`src/rtl/fetch_pkg.sv`:
```
// Shared definitions for the instruction-fetch stage: default widths and
// the canonical layout of one prefetch-queue entry.
package fetch_pkg;

    localparam int XLEN_DEF       = 32;
    localparam int IBUF_DEPTH_DEF = 4;
    localparam int INSTR_W        = 32;

    // One prefetch-queue slot at the default address width.
    typedef struct packed {
        logic [XLEN_DEF-1:0] pc;
        logic [INSTR_W-1:0]  instr;
        logic                filled;
    } ibuf_entry_t;

endpackage

```
`src/rtl/fetch_ibuf.sv`:
```
// Circular prefetch buffer. Entries are allocated in request order at the
// tail, filled in response order, and consumed from the head. Pointers carry
// one extra wrap bit so a completely allocated-but-unfilled buffer is
// distinguishable from an empty one.
module fetch_ibuf
    import fetch_pkg::*;
#(
    parameter int              XLEN     = XLEN_DEF,
    parameter int              DEPTH    = IBUF_DEPTH_DEF,
    parameter logic [XLEN-1:0] RESET_PC = '0
) (
    input  logic                     clk,
    input  logic                     rst,
    input  logic                     flush,
    input  logic                     alloc_en,
    input  logic [XLEN-1:0]          alloc_pc,
    input  logic                     fill_en,
    input  logic [INSTR_W-1:0]       fill_data,
    input  logic                     pop_en,
    output logic [XLEN-1:0]          head_pc,
    output logic [INSTR_W-1:0]       head_instr,
    output logic                     head_filled,
    output logic [$clog2(DEPTH):0]   count,
    output logic [$clog2(DEPTH):0]   outstanding
);

    localparam int PTR_W = $clog2(DEPTH);

    typedef struct packed {
        logic [XLEN-1:0]    pc;
        logic [INSTR_W-1:0] instr;
        logic               filled;
    } entry_t;

    localparam entry_t         RESET_ENTRY = '{pc: RESET_PC, instr: {INSTR_W{1'b0}}, filled: 1'b0};
    localparam logic [PTR_W:0] PTR_ONE     = (PTR_W+1)'(1'b1);
    localparam logic [PTR_W:0] PTR_ZERO    = {(PTR_W+1){1'b0}};

    entry_t           entries_q [DEPTH];
    entry_t           entries_d [DEPTH];
    logic [PTR_W:0]   alloc_q, alloc_d;
    logic [PTR_W:0]   fill_q,  fill_d;
    logic [PTR_W:0]   head_q,  head_d;
    logic [PTR_W-1:0] alloc_idx_s, fill_idx_s, head_idx_s;

    assign alloc_idx_s = alloc_q[PTR_W-1:0];
    assign fill_idx_s  = fill_q[PTR_W-1:0];
    assign head_idx_s  = head_q[PTR_W-1:0];

    // Next storage and pointer state: a flush discards everything, otherwise
    // alloc, fill and pop compose (a fill then pop of the same slot leaves it empty).
    always_comb begin
        entries_d = entries_q;
        alloc_d   = alloc_q;
        fill_d    = fill_q;
        head_d    = head_q;
        if (flush) begin
            for (int i = 0; i < DEPTH; i++) begin
                entries_d[i].filled = 1'b0;
            end
            fill_d = alloc_q;
            head_d = alloc_q;
        end else begin
            if (alloc_en) begin
                entries_d[alloc_idx_s].pc     = alloc_pc;
                entries_d[alloc_idx_s].filled = 1'b0;
                alloc_d                       = alloc_q + PTR_ONE;
            end else begin
                alloc_d = alloc_q;
            end
            if (fill_en) begin
                entries_d[fill_idx_s].instr  = fill_data;
                entries_d[fill_idx_s].filled = 1'b1;
                fill_d                       = fill_q + PTR_ONE;
            end else begin
                fill_d = fill_q;
            end
            if (pop_en) begin
                entries_d[head_idx_s].filled = 1'b0;
                head_d                       = head_q + PTR_ONE;
            end else begin
                head_d = head_q;
            end
        end
    end

    // Storage and pointer registers with synchronous reset.
    always_ff @(posedge clk) begin
        if (rst) begin
            for (int i = 0; i < DEPTH; i++) begin
                entries_q[i] <= RESET_ENTRY;
            end
            alloc_q <= PTR_ZERO;
            fill_q  <= PTR_ZERO;
            head_q  <= PTR_ZERO;
        end else begin
            entries_q <= entries_d;
            alloc_q   <= alloc_d;
            fill_q    <= fill_d;
            head_q    <= head_d;
        end
    end

    assign head_pc     = entries_q[head_idx_s].pc;
    assign head_instr  = entries_q[head_idx_s].instr;
    assign head_filled = entries_q[head_idx_s].filled;
    assign count       = alloc_q - head_q;
    assign outstanding = alloc_q - fill_q;

endmodule

```
`src/rtl/fetch_queue_stage.sv`:
```
// Instruction-fetch stage with prefetch queue. Issues sequential word fetches,
// buffers in-order responses, redirects on taken branches and discards the
// responses still in flight from the old path.
// Optional feature macro: IBUF_BYPASS_EN -- forwards a response straight to
// the ID outputs when it lands on an empty head slot, saving one cycle.
module fetch_queue_stage
    import fetch_pkg::*;
#(
    parameter int              XLEN     = XLEN_DEF,
    parameter int              DEPTH    = IBUF_DEPTH_DEF,
    parameter logic [XLEN-1:0] RESET_PC = '0
) (
    input  logic               clk,
    input  logic               rst,
    input  logic               ex_take_branch,
    input  logic [XLEN-1:0]    ex_target_PC,
    input  logic               id_stall,
    output logic               imem_req_valid,
    output logic [XLEN-1:0]    imem_req_addr,
    input  logic               imem_req_ready,
    input  logic               imem_resp_valid,
    input  logic [INSTR_W-1:0] imem_resp_data,
    output logic [XLEN-1:0]    if_PC_out,
    output logic [XLEN-1:0]    if_NPC_out,
    output logic [INSTR_W-1:0] if_IR_out,
    output logic               if_valid_inst_out
);

    localparam int              CNT_W         = $clog2(DEPTH) + 1;
    localparam logic [CNT_W:0]  DEPTH_W       = (CNT_W+1)'(DEPTH);
    localparam logic [CNT_W-1:0] CNT_ZERO     = {CNT_W{1'b0}};
    localparam logic [CNT_W-1:0] CNT_ONE      = CNT_W'(1'b1);
    localparam logic [XLEN-1:0] PC_STEP       = XLEN'(3'd4);
    localparam logic [XLEN-1:0] RESET_PC_WORD = {RESET_PC[XLEN-1:2], 2'b00};

    logic [XLEN-1:0]    fetch_pc_q, fetch_pc_d;
    logic [CNT_W-1:0]   drop_cnt_q, drop_cnt_d;
    logic [CNT_W-1:0]   count_s, outstanding_s;
    logic [CNT_W:0]     inflight_s;
    logic [XLEN-1:0]    head_pc_s;
    logic [INSTR_W-1:0] head_instr_s;
    logic               head_filled_s;
    logic               req_valid_s, accept_s, fill_en_s, pop_s, bypass_s, inst_valid_s;

    // Request gating, response routing and the ID-side pop decision.
    always_comb begin
        // Slots already promised: queued entries plus stale responses still to come.
        inflight_s = {1'b0, count_s} + {1'b0, drop_cnt_q};
        if (rst || ex_take_branch) begin
            req_valid_s = 1'b0;
        end else begin
            req_valid_s = (inflight_s < DEPTH_W);
        end
        accept_s = req_valid_s && imem_req_ready;
        if (imem_resp_valid && (drop_cnt_q == CNT_ZERO) && (outstanding_s != CNT_ZERO)) begin
            fill_en_s = 1'b1;
        end else begin
            fill_en_s = 1'b0;
        end
`ifdef IBUF_BYPASS_EN
        // An allocated but unfilled head is always the next slot to be filled.
        bypass_s = imem_resp_valid && (drop_cnt_q == CNT_ZERO) && (count_s != CNT_ZERO) && !head_filled_s;
`else
        bypass_s = 1'b0;
`endif
        inst_valid_s = !rst && (head_filled_s || bypass_s);
        pop_s        = inst_valid_s && !id_stall && !ex_take_branch;
    end

    // Next fetch address and count of stale responses to throw away.
    always_comb begin
        if (ex_take_branch) begin
            fetch_pc_d = ex_target_PC;
            drop_cnt_d = drop_cnt_q + outstanding_s - (imem_resp_valid ? CNT_ONE : CNT_ZERO);
        end else begin
            if (accept_s) begin
                fetch_pc_d = fetch_pc_q + PC_STEP;
            end else begin
                fetch_pc_d = fetch_pc_q;
            end
            if (imem_resp_valid && (drop_cnt_q != CNT_ZERO)) begin
                drop_cnt_d = drop_cnt_q - CNT_ONE;
            end else begin
                drop_cnt_d = drop_cnt_q;
            end
        end
    end

    // Fetch PC and drop counter registers with synchronous reset.
    always_ff @(posedge clk) begin
        if (rst) begin
            fetch_pc_q <= RESET_PC;
            drop_cnt_q <= CNT_ZERO;
        end else begin
            fetch_pc_q <= fetch_pc_d;
            drop_cnt_q <= drop_cnt_d;
        end
    end

    fetch_ibuf #(
        .XLEN     (XLEN),
        .DEPTH    (DEPTH),
        .RESET_PC (RESET_PC_WORD)
    ) u_ibuf (
        .clk         (clk),
        .rst         (rst),
        .flush       (ex_take_branch),
        .alloc_en    (accept_s),
        .alloc_pc    (imem_req_addr),
        .fill_en     (fill_en_s),
        .fill_data   (imem_resp_data),
        .pop_en      (pop_s),
        .head_pc     (head_pc_s),
        .head_instr  (head_instr_s),
        .head_filled (head_filled_s),
        .count       (count_s),
        .outstanding (outstanding_s)
    );

    assign imem_req_valid    = req_valid_s;
    assign imem_req_addr     = {fetch_pc_q[XLEN-1:2], 2'b00};
    assign if_PC_out         = head_pc_s;
    assign if_NPC_out        = head_pc_s + PC_STEP;
    assign if_IR_out         = bypass_s ? imem_resp_data : head_instr_s;
    assign if_valid_inst_out = inst_valid_s;

endmodule

```
`config.mk`:
```
export PLATFORM = sky130hd
export DESIGN_NAME = fetch_queue_stage
export DESIGN_NICKNAME = d
export VERILOG_FILES = /design/src/rtl/fetch_pkg.sv /design/src/rtl/fetch_ibuf.sv /design/src/rtl/fetch_queue_stage.sv
export SDC_FILE = /design/constraint.sdc
export NUM_CORES = 1
export LEC_CHECK = 0
export CORE_MARGIN = 2
export CORE_UTILIZATION = 28
export DETAILED_ROUTE_END_ITERATION = 10
export HOLD_SLACK_MARGIN = 0.12
export PLACE_DENSITY_LB_ADDON = 0.1
export SYNTH_ARGS = -nofsm -noshare
export SYNTH_HDL_FRONTEND = slang
export SYNTH_SLANG_ARGS = --single-unit
```
`constraint.sdc`:
```
create_clock -name clk -period 5.3 [get_ports clk]
set_input_delay 0.53 -clock clk [delete_from_list [all_inputs] [get_ports clk]]
set_output_delay 0.53 -clock clk [all_outputs]
set_load 0.005 [all_outputs]
```
Yosys cells after proc, flatten, opt, wreduce, memory -nomap -nowiden

Cells that the tools add are included.

Input port bits: 70
Memories kept: 0
Register bits after elaboration: 304
Bits in latches: 0
ROM bits: 0
Output and inout port bits: 130
Logic and storage cells: 96
RAM bits: 0

$lt $le $gt $ge: 7
Multiply operators: 0
$add $sub $neg: 11
Equal/unequal tests: 0
Bitwise gates (word level): 4
Shift-type cells: 0
Div/mod/pow operators: 0
Reduce and logical (&&, ||, !) cells: 23
Mux-type cells: 34

Operators by type and width:

| cell                    | count |
|---|---|
| $bwmux W260             | 5 |
| $mux W260               | 5 |
| $demux W65 S2           | 5 |
| $mux W65                | 3 |
| $bmux W65 S2            | 1 |
| $add A32 B3 Y32 const B | 2 |
| $mux W32                | 2 |
| $mux W33                | 1 |
| $mux W3                 | 6 |
| $logic_and A1 B1 Y1     | 10 |
| $add A3 B1 Y3 const B   | 3 |
| $ge A3 B3 Y1 const B    | 3 |
| $lt A3 B1 Y1 const B    | 3 |
| $not A2 Y3              | 3 |
| $reduce_bool A2 Y1      | 4 |
| $mux W1                 | 6 |
| $reduce_bool A3 Y1      | 2 |
| $sub A3 B3 Y3           | 2 |
| $add A3 B3 Y4           | 1 |
| $lt A4 B3 Y1 const B    | 1 |
| $add A3 B3 Y3           | 1 |
| $logic_not A1 Y1        | 3 |
| $logic_not A3 Y1        | 1 |
| $sub A3 B1 Y3           | 1 |
| other kinds (5)         | 5 |

Depth between registers and ports, before layout

Gate-level depths: netlist (run 1).

Depth after elaboration: 15
Gate-level depth with buffers: 17
Depth with buffers taken out: 13

Cells and area by module

A second synthesis (run 1) with hierarchy kept.

Cell total of the unflattened synthesis: 1628
Area total of the unflattened synthesis: 14167.3 sq um

By module, submodules not included:

| module            | times used | area each (sq um) | seq. area each (sq um) | cells each |
|---|---|---|---|---|
| fetch_ibuf        | 1          | 11576.1           | 5385.2                 | 1293 |
| fetch_queue_stage | 1          | 2591.2            | 660.6                  | 335 |

Worst setup path before layout (run 1)

OpenSTA, ideal clock, no wires.

Path type: register to register
Start: register u_ibuf.head_q[1]
End: register with a tool-made name
Arrival time: 3.991 ns
Library setup time: 0.070 ns
Cell stages (with the launch flop): 18
Period minus slack after synthesis: 4.061 ns
Buffers on the path: 7
Path slack: 1.239 ns
Cells stage by stage: dfxtp_1 -> buf_4 -> buf_4 -> clkbuf_1 -> clkbuf_1 -> inv_1 -> fa_1 -> xnor2_1 -> xnor2_1 -> ha_1 -> nor3_1 -> and4_1 -> clkbuf_1 -> and2_1 -> clkbuf_1 -> clkbuf_1 -> nand2_1 -> a21oi_1

RTL lines:

| what                   | RTL line          | text |
|---|---|---|
| start, declared        | fetch_ibuf.sv:43  | `logic [PTR_W:0] head_q, head_d;` |
| start signal, assigned | fetch_ibuf.sv:95  | `head_q <= PTR_ZERO;` |
| start signal, assigned | fetch_ibuf.sv:100 | `head_q <= head_d;` |

Worst setup path in the final report (run 1)

Start: register u_ibuf.head_q[0]
End: output if_NPC_out[25]

Longest elaborated chain between the ends: 5

Ends and longest elaborated chain:

| what                                         | RTL line                 | text |
|---|---|---|
| $not A2 Y3 (not written as such)             | fetch_ibuf.sv:104        | `assign head_pc = entries_q[head_idx_s].pc;` |
| $bmux W65 S2                                 | fetch_ibuf.sv:104        |  |
| $mux W65 (not written as such) (2 in series) | fetch_ibuf.sv:104        |  |
| $add A32 B3 Y32                              | fetch_queue_stage.sv:123 | `assign if_NPC_out = head_pc_s + PC_STEP;` |
| end, declared                                | fetch_queue_stage.sv:24  | `output logic [XLEN-1:0] if_NPC_out,` |

Every way passes these cells. The select of a mux whose other input is x is not followed.

==> results of run 1 <==
power groups by stage:
| stage | clock, mW | combinational [mW] | sequential, mW |
|---|---|---|---|
| after CTS | 2.70 | 0.694 | 2.41 |
| after global routing | 2.80 | 0.755 | 2.42 |
| after detailed placement | 0 | 0.690 | 2.46 |
| final | 2.62 | 0.679 | 2.41 |
| after global placement | 0 | 0.683 | 2.46 |
| after floorplan | 0 | 0.433 | 2.42 |
layout by cell type, fill, tap and decap left out, types with 5 or more instances in the layout:
master | synthesis | final
a211oi_1 | 5 | 5
a21oi_1 | 275 | 275
a31oi_1 | 13 | 13
and2_1 | 11 | 11
and3_1 | 11 | 11
buf_4 | 9 | 29
clkbuf_1 | 101 | 12
clkbuf_16 | 0 | 41
clkbuf_8 | 0 | 9
clkdlybuf4s50_1 | 0 | 193
dfxtp_1 | 302 | 300
ha_1 | 23 | 23
inv_1 | 24 | 24
mux4_2 | 65 | 65
nand2_1 | 538 | 538
nand3_1 | 21 | 21
nand4_1 | 18 | 18
nor2_1 | 37 | 37
nor3_1 | 6 | 6
nor3b_1 | 8 | 8
nor4_1 | 6 | 6
o21ai_0 | 12 | 12
o22ai_1 | 5 | 5
xnor2_1 | 40 | 40
xor2_1 | 9 | 9
cell families (layout without fill, tap and decap cells):
kind of cell / count (synthesis) / count (layout)
simple gates: 687 / 687
compound gates: 331 / 331
flops: 302 / 302
buf+inv: 169 / 316
xor+xnor: 49 / 49
mux: 72 / 72
fa+ha+maj: 26 / 26
other cells: 1 / 3
path summary, 6_finish.rpt:
path         depth (start not counted)  slack, ns        endpoint        startpoint
max                                  7       1.02  if_NPC_out[25]  u_ibuf.head_q[0]
min reg2reg                          2       0.45            flop              flop
max reg2reg                         12       1.46  fetch_pc_q[30]  u_ibuf.head_q[1]
min                                  2       0.45            flop              flop
per-stage QoR:
| step | worst slack [ns] | utilization [%] | hold slack, ns | cell area, um2 |
|---|---|---|---|---|
| floorplan | 1.239 | - | 0.4284 | 13820 |
| global placement | 1.476 | 33.12 | 0.4389 | 16180 |
| detailed placement | 1.414 | 33.12 | 0.4431 | 16180 |
| CTS | 0.8404 | 35.69 | 0.4505 | 17430 |
| global route | 0.7582 | 35.69 | 0.4631 | 17430 |
| finish | 1.015 | 35.69 | 0.4480 | 17440 |
layer usage:
layer | global-route usage, % | wire length, um | vias up | part of all wire [%]
li1 | - | - | 5776 | -
met1 | 22.47 | 20490 | 5652 | 44
met2 | 31.59 | 22370 | 232 | 49
met3 | 3.630 | 2303 | 58 | 5.0
met4 | 5.008 | 901 | 2 | 2.0
met5 | 0 | 14 | - | 0.030
final cells by class:
| class | instances | area, um2 |
|---|---|---|
| clock inverter | 6 | 61.31 |
| antenna | 1 | 2.502 |
| multi-input combinational | 1167 | 7034 |
| tap | 664 | 830.8 |
| fill | 5098 | 31410 |
| timing repair buffer | 224 | 2170 |
| clock buffer | 62 | 1195 |
| sequential | 302 | 6053 |
| inverter | 24 | 90.09 |
worst max-delay path, stage by stage (launching register included):
cell and delay (ns):
dfxtp_4 0.48, buf_4 0.52, mux4_2 0.44, nand4_4 0.20
nor3_2 0.58, nand4_1 0.21, xnor2_1 0.22, clkdlybuf4s50_1 0.52
==> results_dict.tcl, run 1 <==
set metrics [dict create \
    core_um2 48850 \
    ant_nets 0 \
    htreeDepth 2 \
    cts_sinks 302 \
    drc_errors 0 \
    slew_headroom_pct 35.83 \
    drt_pass1_iterations 7 \
    critical_path_class "flop to primary output" \
    cts-root-buf "clkbuf_16" \
    cts_made_buffers 39 \
    p_switching_mw 1.474 \
    synthTopCellsByArea "dfxtp_1 (44%), nand2_1 (15%), mux4_2 (11%)" \
    synth_cell_type_count 62 \
    synth_edf_count 0 \
    swShare_pct 25.82 \
    tritoncts "yes" \
    ys_async_sr_fraction_pct 0 \
    slew_violations 0 \
    wl_per_cell_um 18.81 \
    min_period_ns 4.285 \
    postSynthAreaPerCell_um2 8.438 \
    die_h_um 226.1 \
    track_usage_pct 18.05 \
    outcome "complete, no violations" \
    ir_drop_mv 0.2286 \
    synthAdderAreaFrac_pct 2.518 \
    setup_tns_ns 0 \
    postCtsResizedCells 0 \
    clk_pin_slew_ns 0.05 \
    ys_top_cells_by_count "nand2_1 (538), dfxtp_1 (302), a21oi_1 (275), clkbuf_1 (101), mux4_2 (65)" \
    finalSetupViolations 0 \
    place.gp.congestion 0.7196 \
    hold_viol 0 \
    syn2layout_area_growth_pct 26.23 \
    yosys.area.top_type_share_pct 43.77 \
    worst_pin_slew_ns 0.9626 \
    dominantRegCellSynth "dfxtp_1" \
    mappedNetlistArea_um2 13810 \
    grt_pass1_vias 11620 \
    pwr-share-seq_pct 42.3 \
    vias_per_cell 4.784 \
    combPwrFrac_pct 11.9 \
    drive_gt1_share_pct 9.580 \
    die_x_um 226.1 \
    yosysSeqAreaShare_pct 43.77 \
    fin_nets 1854 \
    fmax_mhz 233.4 \
    ys_warn_count 0 \
    synth-simple-area-share_pct 21.38 \
    rsz0062_at_grt "false" \
    ys_seq_elements 302 \
    antenna_found_initial 2 \
    postSynthCellCount 1637 \
    cts_setup_buffers 0 \
    grt_overflow 0 \
    path_max_fanout 24 \
    wirelength_um 46080 \
    fin_skew_ns 0.01057 \
    hpwl_um 27820 \
    initial_core_util_pct 28.28 \
    min_path_type "flop to flop" \
    clockBufferDepth 3 \
    power.total_mw 5.709 \
    num_vias 11720 \
    synth_compound_area_share_pct 12.74 \
    place_inst 2381 \
    grt_pass1_wl_um 70530 \
    insertion_delay_ns 0.55 \
    finalNonFillerCells 2450 \
    powerDensity_nw_per_um2 327.4 \
    p_int_mw 4.235 \
    synth_xor_area_share_pct 3.107 \
    drt_iter0_markers 645 \
    synth_top_family_by_area "simple AND/OR/NAND/NOR gates" \
    portBuffers 195 \
    die_area_um2 51130 \
    cp-start-kind "flop" \
    grt_start_max_net_pins 137 \
    synthMuxAreaShare_pct 11.13 \
    std_cell_rows 81 \
    synth_area_leader_cell "dfxtp_1" \
    p_leak_nw 5.711 \
    hold_buffers 0 \
    yosysMostFrequentCell "nand2_1" \
    ios 200 \
    cp.required_ns 4.77 \
    p_clk_share_pct 45.8 \
    drv_cap 0 \
    cp-end-kind "primary output" \
    period_share_pct 80.85 \
    worstPathArrival_ns 3.75 \
]
No activity file was read; power rests on OpenSTA's default activity.
==> run 2, diff against run 1 <==
==> constraint.sdc (replaced) <==
create_clock -name clk -period 3.78 [get_ports clk]
set_input_delay 0.378 -clock clk [delete_from_list [all_inputs] [get_ports clk]]
set_output_delay 0.378 -clock clk [all_outputs]
set_load 0.005 [all_outputs]
==> run 2 against run 1 <==
  * Die area is the same
  * Register-to-register slack got worse by 1.1 ns
  * Cell count increased by 0.45%
  * Routed wire length is 1.4% higher
  * First-iteration DRC count rose by 13%
  * Largest power group unchanged
  * Highest routed layer unchanged
  * Critical path depth rose by 2
  * Critical endpoint is now if_NPC_out[19]
  * Combinational power up 45%
==> results_dict.tcl, run 2 (same netlist as run 1, synthesis figures left out) <==
set metrics [dict create \
    outcome "complete, no violations" \
    fmax_mhz 277.0 \
    ant_nets 0 \
    fin_skew_ns 0.02662 \
    grt_overflow 0 \
    seq_area_um2 6053 \
    drv_cap 0 \
    vias_per_cell 4.807 \
    min_path_type "input pin to flop" \
    finalSetupViolations 0 \
    grt_pass1_wl_um 69990 \
    place_area_um2 16340 \
    cts_sinks 302 \
    ir_drop_mv 0.2462 \
    htreeDepth 2 \
    tritoncts "yes" \
    period_share_pct 95.51 \
    cts-root-buf "clkbuf_16" \
    pwr-share-seq_pct 42.9 \
    wirelength_um 46710 \
    cp-start-kind "flop" \
    insertion_delay_ns 0.56 \
    track_usage_pct 17.96 \
    hpwl_um 28160 \
    die_h_um 226.1 \
    fin_nets 1869 \
    p_leak_nw 5.801 \
    multi_input_area_um2 7036 \
    min_period_ns 3.610 \
    initial_core_util_pct 28.28 \
    die_x_um 226.1 \
    final_cell_mix "nand2_1 (538), dfxtp_1 (300), a21oi_1 (275), clkdlybuf4s50_1 (193), mux4_2 (65)" \
    drt_iter0_markers 729 \
    antenna_found_initial 3 \
    grt-busiest-layer "met2" \
    hold_buffers 0 \
    use_met2_pct 30.24 \
    powerDensity_nw_per_um2 447.3 \
    slew_violations 0 \
    combPwrFrac_pct 12.5 \
    slew_headroom_pct 29.83 \
    hold_viol 0 \
    clk_pin_slew_ns 0.05 \
    p_switching_mw 2.036 \
    grt_use_met1_pct 23.37 \
    drive_gt1_share_pct 10.19 \
    fill_cells 5082 \
    cp.required_ns 3.40 \
    clockBufferDepth 3 \
    core_um2 48850 \
    met3_usage_pct 3.669 \
    grt_start_max_net_pins 94 \
    drc_errors 0 \
    num_vias 11830 \
    syn2layout_area_growth_pct 27.60 \
    worstPathArrival_ns 3.23 \
    worst_pin_slew_ns 1.053 \
    place.gp.congestion 0.7194 \
    portBuffers 195 \
    final_common_cell "nand2_1" \
    ios 200 \
    swShare_pct 25.83 \
    p_int_mw 5.848 \
    drt_pass1_iterations 5 \
    setup_tns_ns 0 \
    path_max_fanout 14 \
    p_clk_share_pct 44.6 \
    critical_path_class "flop to primary output" \
    cp-end-kind "primary output" \
    wl_per_cell_um 18.98 \
    stdcell_area_um2 17630 \
    grt_pass1_vias 11500 \
    cts_made_buffers 38 \
    std_cell_rows 81 \
    rsz0062_at_grt "false" \
    die_area_um2 51130 \
]
[run 2: worst max-delay path, stage by stage, from the launching register on]
cell and delay, ns:
dfxtp_4 0.46, buf_16 0.22, mux4_2 0.62, and3_2 0.31, nand3_1 0.11, nor3_2 0.04, buf_4 0.16, nand4_1 0.11
xnor2_1 0.12, clkdlybuf4s50_1 0.53
[run 2: metrics by stage]
stage | setup slack [ns] | hold slack [ns] | std cells | utilization (%) | power [mW]
finish | 0.1696 | 0.2214 | 2461 | 36.08 | 7.884
detailed placement | 0.3688 | 0.4451 | 2391 | 33.45 | 4.436
CTS | 0.02002 | 0.1995 | 2456 | 35.96 | 8.012
floorplan | -0.01376 | 0.4284 | 1638 | - | 4.005
global route | 0.006779 | 0.2176 | 2460 | 36.08 | 8.257
global placement | 0.4241 | 0.4387 | 2391 | 33.45 | 4.427
[run 2: what timing repair did]
item                       CTS  global route
setup endpoints to repair    6            10
gates resized for setup      0             2
buffers inserted             2             3
cloned                       0             1
pin swaps                    1             0
[run 2: power groups by stage]
stage                     clock, mW  combinational (mW)  sequential (mW)
after global placement            0               0.983             3.44
after CTS                      3.64               0.997             3.38
after detailed placement          0               0.989             3.45
final                          3.52               0.986             3.38
after global routing           3.77                1.10             3.39
after floorplan                   0               0.608             3.40
[run 2: path summary, 6_finish.rpt]
| kind | from | endpoint | slack [ns] | depth (start not counted) |
|---|---|---|---|---|
| max | u_ibuf.head_q[0] | if_NPC_out[19] | 0.17 | 9 |
| min | rst | drop_cnt_q[1] | 0.22 | 2 |
| max reg2reg | u_ibuf.head_q[0] | fetch_pc_q[29] | 0.34 | 12 |
| min reg2reg | flop | flop | 0.45 | 2 |
[run 2: final cells by class]
type                       count  share of cell area (%)
multi-input combinational   1167                   39.92
tap                          664                   4.714
antenna                        1                 0.01420
clock inverter                 4                  0.3833
inverter                      24                  0.5111
sequential                   302                   34.34
clock buffer                  59                   6.417
timing repair buffer         240                   13.70
[run 2: layer usage]
layer	wire [um]	vias up
met5	27	-
met4	763	4
met3	2633	51
met2	22550	292
met1	20740	5688
li1	-	5796
==> run 3, diff against run 2 <==
--- a/config.mk
+++ b/config.mk
@@ -6,7 +6,7 @@
 export NUM_CORES = 1
 export LEC_CHECK = 0
 export CORE_MARGIN = 2
-export CORE_UTILIZATION = 28
+export CORE_UTILIZATION = 49
 export DETAILED_ROUTE_END_ITERATION = 10
 export HOLD_SLACK_MARGIN = 0.12
 export PLACE_DENSITY_LB_ADDON = 0.1
==> run 3 against run 2 <==
  * Maximum frequency fell by 2.7%
  * Hold slack got worse by 0.015 ns
  * Flip-flop and latch count did not move
  * Clock-buffer cell count is 5 lower
  * Critical path type unchanged
  * Largest cell class unchanged
==> results_dict.tcl, run 3 (same netlist as run 1, synthesis figures left out) <==
set metrics [dict create \
    p_clk_share_pct 43.2 \
    worst_pin_slew_ns 1.153 \
    max_stage_delay_ns 0.61 \
    ant_nets 0 \
    clk_pin_slew_ns 0.06 \
    diodes 0 \
    drc_errors 0 \
    setup_tns_ns 0 \
    swShare_pct 24.73 \
    final_common_cell "nand2_1" \
    worstPathArrival_ns 3.33 \
    place_area_um2 15950 \
    drt_pass1_iterations 5 \
    ir_drop_mv 0.3128 \
    path_delay_family "buffers and inverters" \
    slew_violations 0 \
    wl_per_cell_um 17.77 \
    die_x_um 171.9 \
    cp_cell_sequence "buf_16 > mux4_2 > and4_1 > and3_1 > and2_1 > nand4_1 > xnor2_1 > clkdlybuf4s50_1" \
    combPwrFrac_pct 12.5 \
    fill_cells 2484 \
    timing.critical_path.slowest_stage_cell "clkdlybuf4s50_1" \
    die_h_um 171.9 \
    cts-root-buf "clkbuf_16" \
    path_max_fanout 18 \
    grt_overflow 0 \
    hold_buffers 0 \
    vias_per_cell 5.525 \
    initial_core_util_pct 49.72 \
    syn2layout_area_growth_pct 24.07 \
    min_period_ns 3.709 \
    outcome "complete, no violations" \
    core_um2 27780 \
    p_switching_mw 1.885 \
    drv_cap 0 \
    place_ws_ns 0.2809 \
    worstRegToRegCells 13 \
    cp-end-kind "primary output" \
    grt_pass1_vias 11300 \
    hold_depth 2 \
    cp.depth 8 \
    fin_nets 1862 \
    ios 200 \
    hold_viol 0 \
    fin_skew_ns 0.007572 \
    place_inst 2105 \
    period_share_pct 98.13 \
    drt_iter0_markers 981 \
    place.gp.congestion 0.8118 \
    hpwl_um 24110 \
    drive_gt1_share_pct 10.10 \
    clockBufferDepth 3 \
    track_usage_pct 25.95 \
    cp-start-kind "flop" \
    p_leak_nw 5.749 \
    cp_num_buf_inv 2 \
    cp.required_ns 3.40 \
    fmax_mhz 269.6 \
    slew_headroom_pct 22.85 \
    grt_start_max_net_pins 103 \
    finalSetupViolations 0 \
    p_int_mw 5.739 \
    stdcell_area_um2 17140 \
    setup_ws_ns 0.07062 \
    final_util_pct 61.69 \
    critical_path_class "flop to primary output" \
    finalNonFillerCells 2170 \
    num_vias 11990 \
    grt_pass1_wl_um 60480 \
    powerDensity_nw_per_um2 444.9 \
    cts_sinks 302 \
    final_cell_mix "nand2_1 (538), dfxtp_1 (300), a21oi_1 (275), clkdlybuf4s50_1 (194), mux4_2 (65)" \
    pwr-share-seq_pct 44.3 \
    portBuffers 195 \
    wirelength_um 38560 \
    die_area_um2 29550 \
    cts_made_buffers 34 \
    r2r_slack_ns 0.23 \
    insertion_delay_ns 0.50 \
    htreeDepth 2 \
    rsz0062_at_grt "false" \
    antenna_found_initial 0 \
    min_path_type "input pin to flop" \
    std_cell_rows 61 \
    tritoncts "yes" \
]
==> run 3: path summary, 6_finish.rpt <==
check,start,end
setup / recovery,u_ibuf.head_q[0],if_NPC_out[31]
hold / removal,rst,fetch_pc_q[4]
setup reg to reg,u_ibuf.alloc_q[0],fetch_pc_q[9]
hold reg to reg,flop,flop
==> run 3: cell type report <==
class / count / area, um2 / area share (%)
inverters: 24 / 90.09 / 0.5257
clock buffers: 54 / 1070 / 6.242
clock inverters: 8 / 70.07 / 0.4088
flip-flops and latches: 302 / 6053 / 35.32
multi-input cells: 1167 / 7036 / 41.05
well taps: 378 / 473.0 / 2.760
repair buffers: 237 / 2346 / 13.69
==> run 3: power groups by stage <==
| stage | combinational [mW] | sequential [mW] | clock (mW) |
|---|---|---|---|
| 2_1_floorplan | 0.608 | 3.40 | 0 |
| 3_3_place_gp | 0.931 | 3.44 | 0 |
| 3_5_place_dp | 0.945 | 3.44 | 0 |
| 4_1_cts | 0.953 | 3.37 | 3.35 |
| 5_1_grt | 1.05 | 3.39 | 3.49 |
| 6_report | 0.955 | 3.37 | 3.29 |
==> run 3: routing by layer <==
layer	vias up	part of all wire (%)	global-route usage, %
met3	44	6.1	3.342
met2	399	48	42.90
met4	0	1.8	7.088
met1	5745	44	35.98
met5	-	0	0
li1	5801	-	-
==> run 3: worst reg2reg max path, cell delays in order (launching register included) <==
cell	delay, ns
dfxtp_1	0.34
inv_1	0.18
ha_1	0.17
inv_1	0.05
fa_1	0.37
xnor2_1	0.15
xnor2_1	0.13
ha_1	0.28
nor3_1	0.07
and4_1	0.23
buf_4	0.19
nor2_1	0.87
o21ai_0	0.23
a31oi_1	0.21
==> run 3: what timing repair did <==
item                       4_1_cts  5_1_grt
buffers inserted                 1        1
setup endpoints to repair        2       13
gates cloned                     0        1
resized for setup                0        2
pin swaps                        1        0
==> run 3: metrics by stage <==
step / total power [mW] / hold slack [ns]
global placement: 4.370 / 0.4378
floorplan: 4.005 / 0.4284
CTS: 7.680 / 0.1976
global route: 7.929 / 0.2074
finish: 7.625 / 0.2060
detailed placement: 4.386 / 0.4449
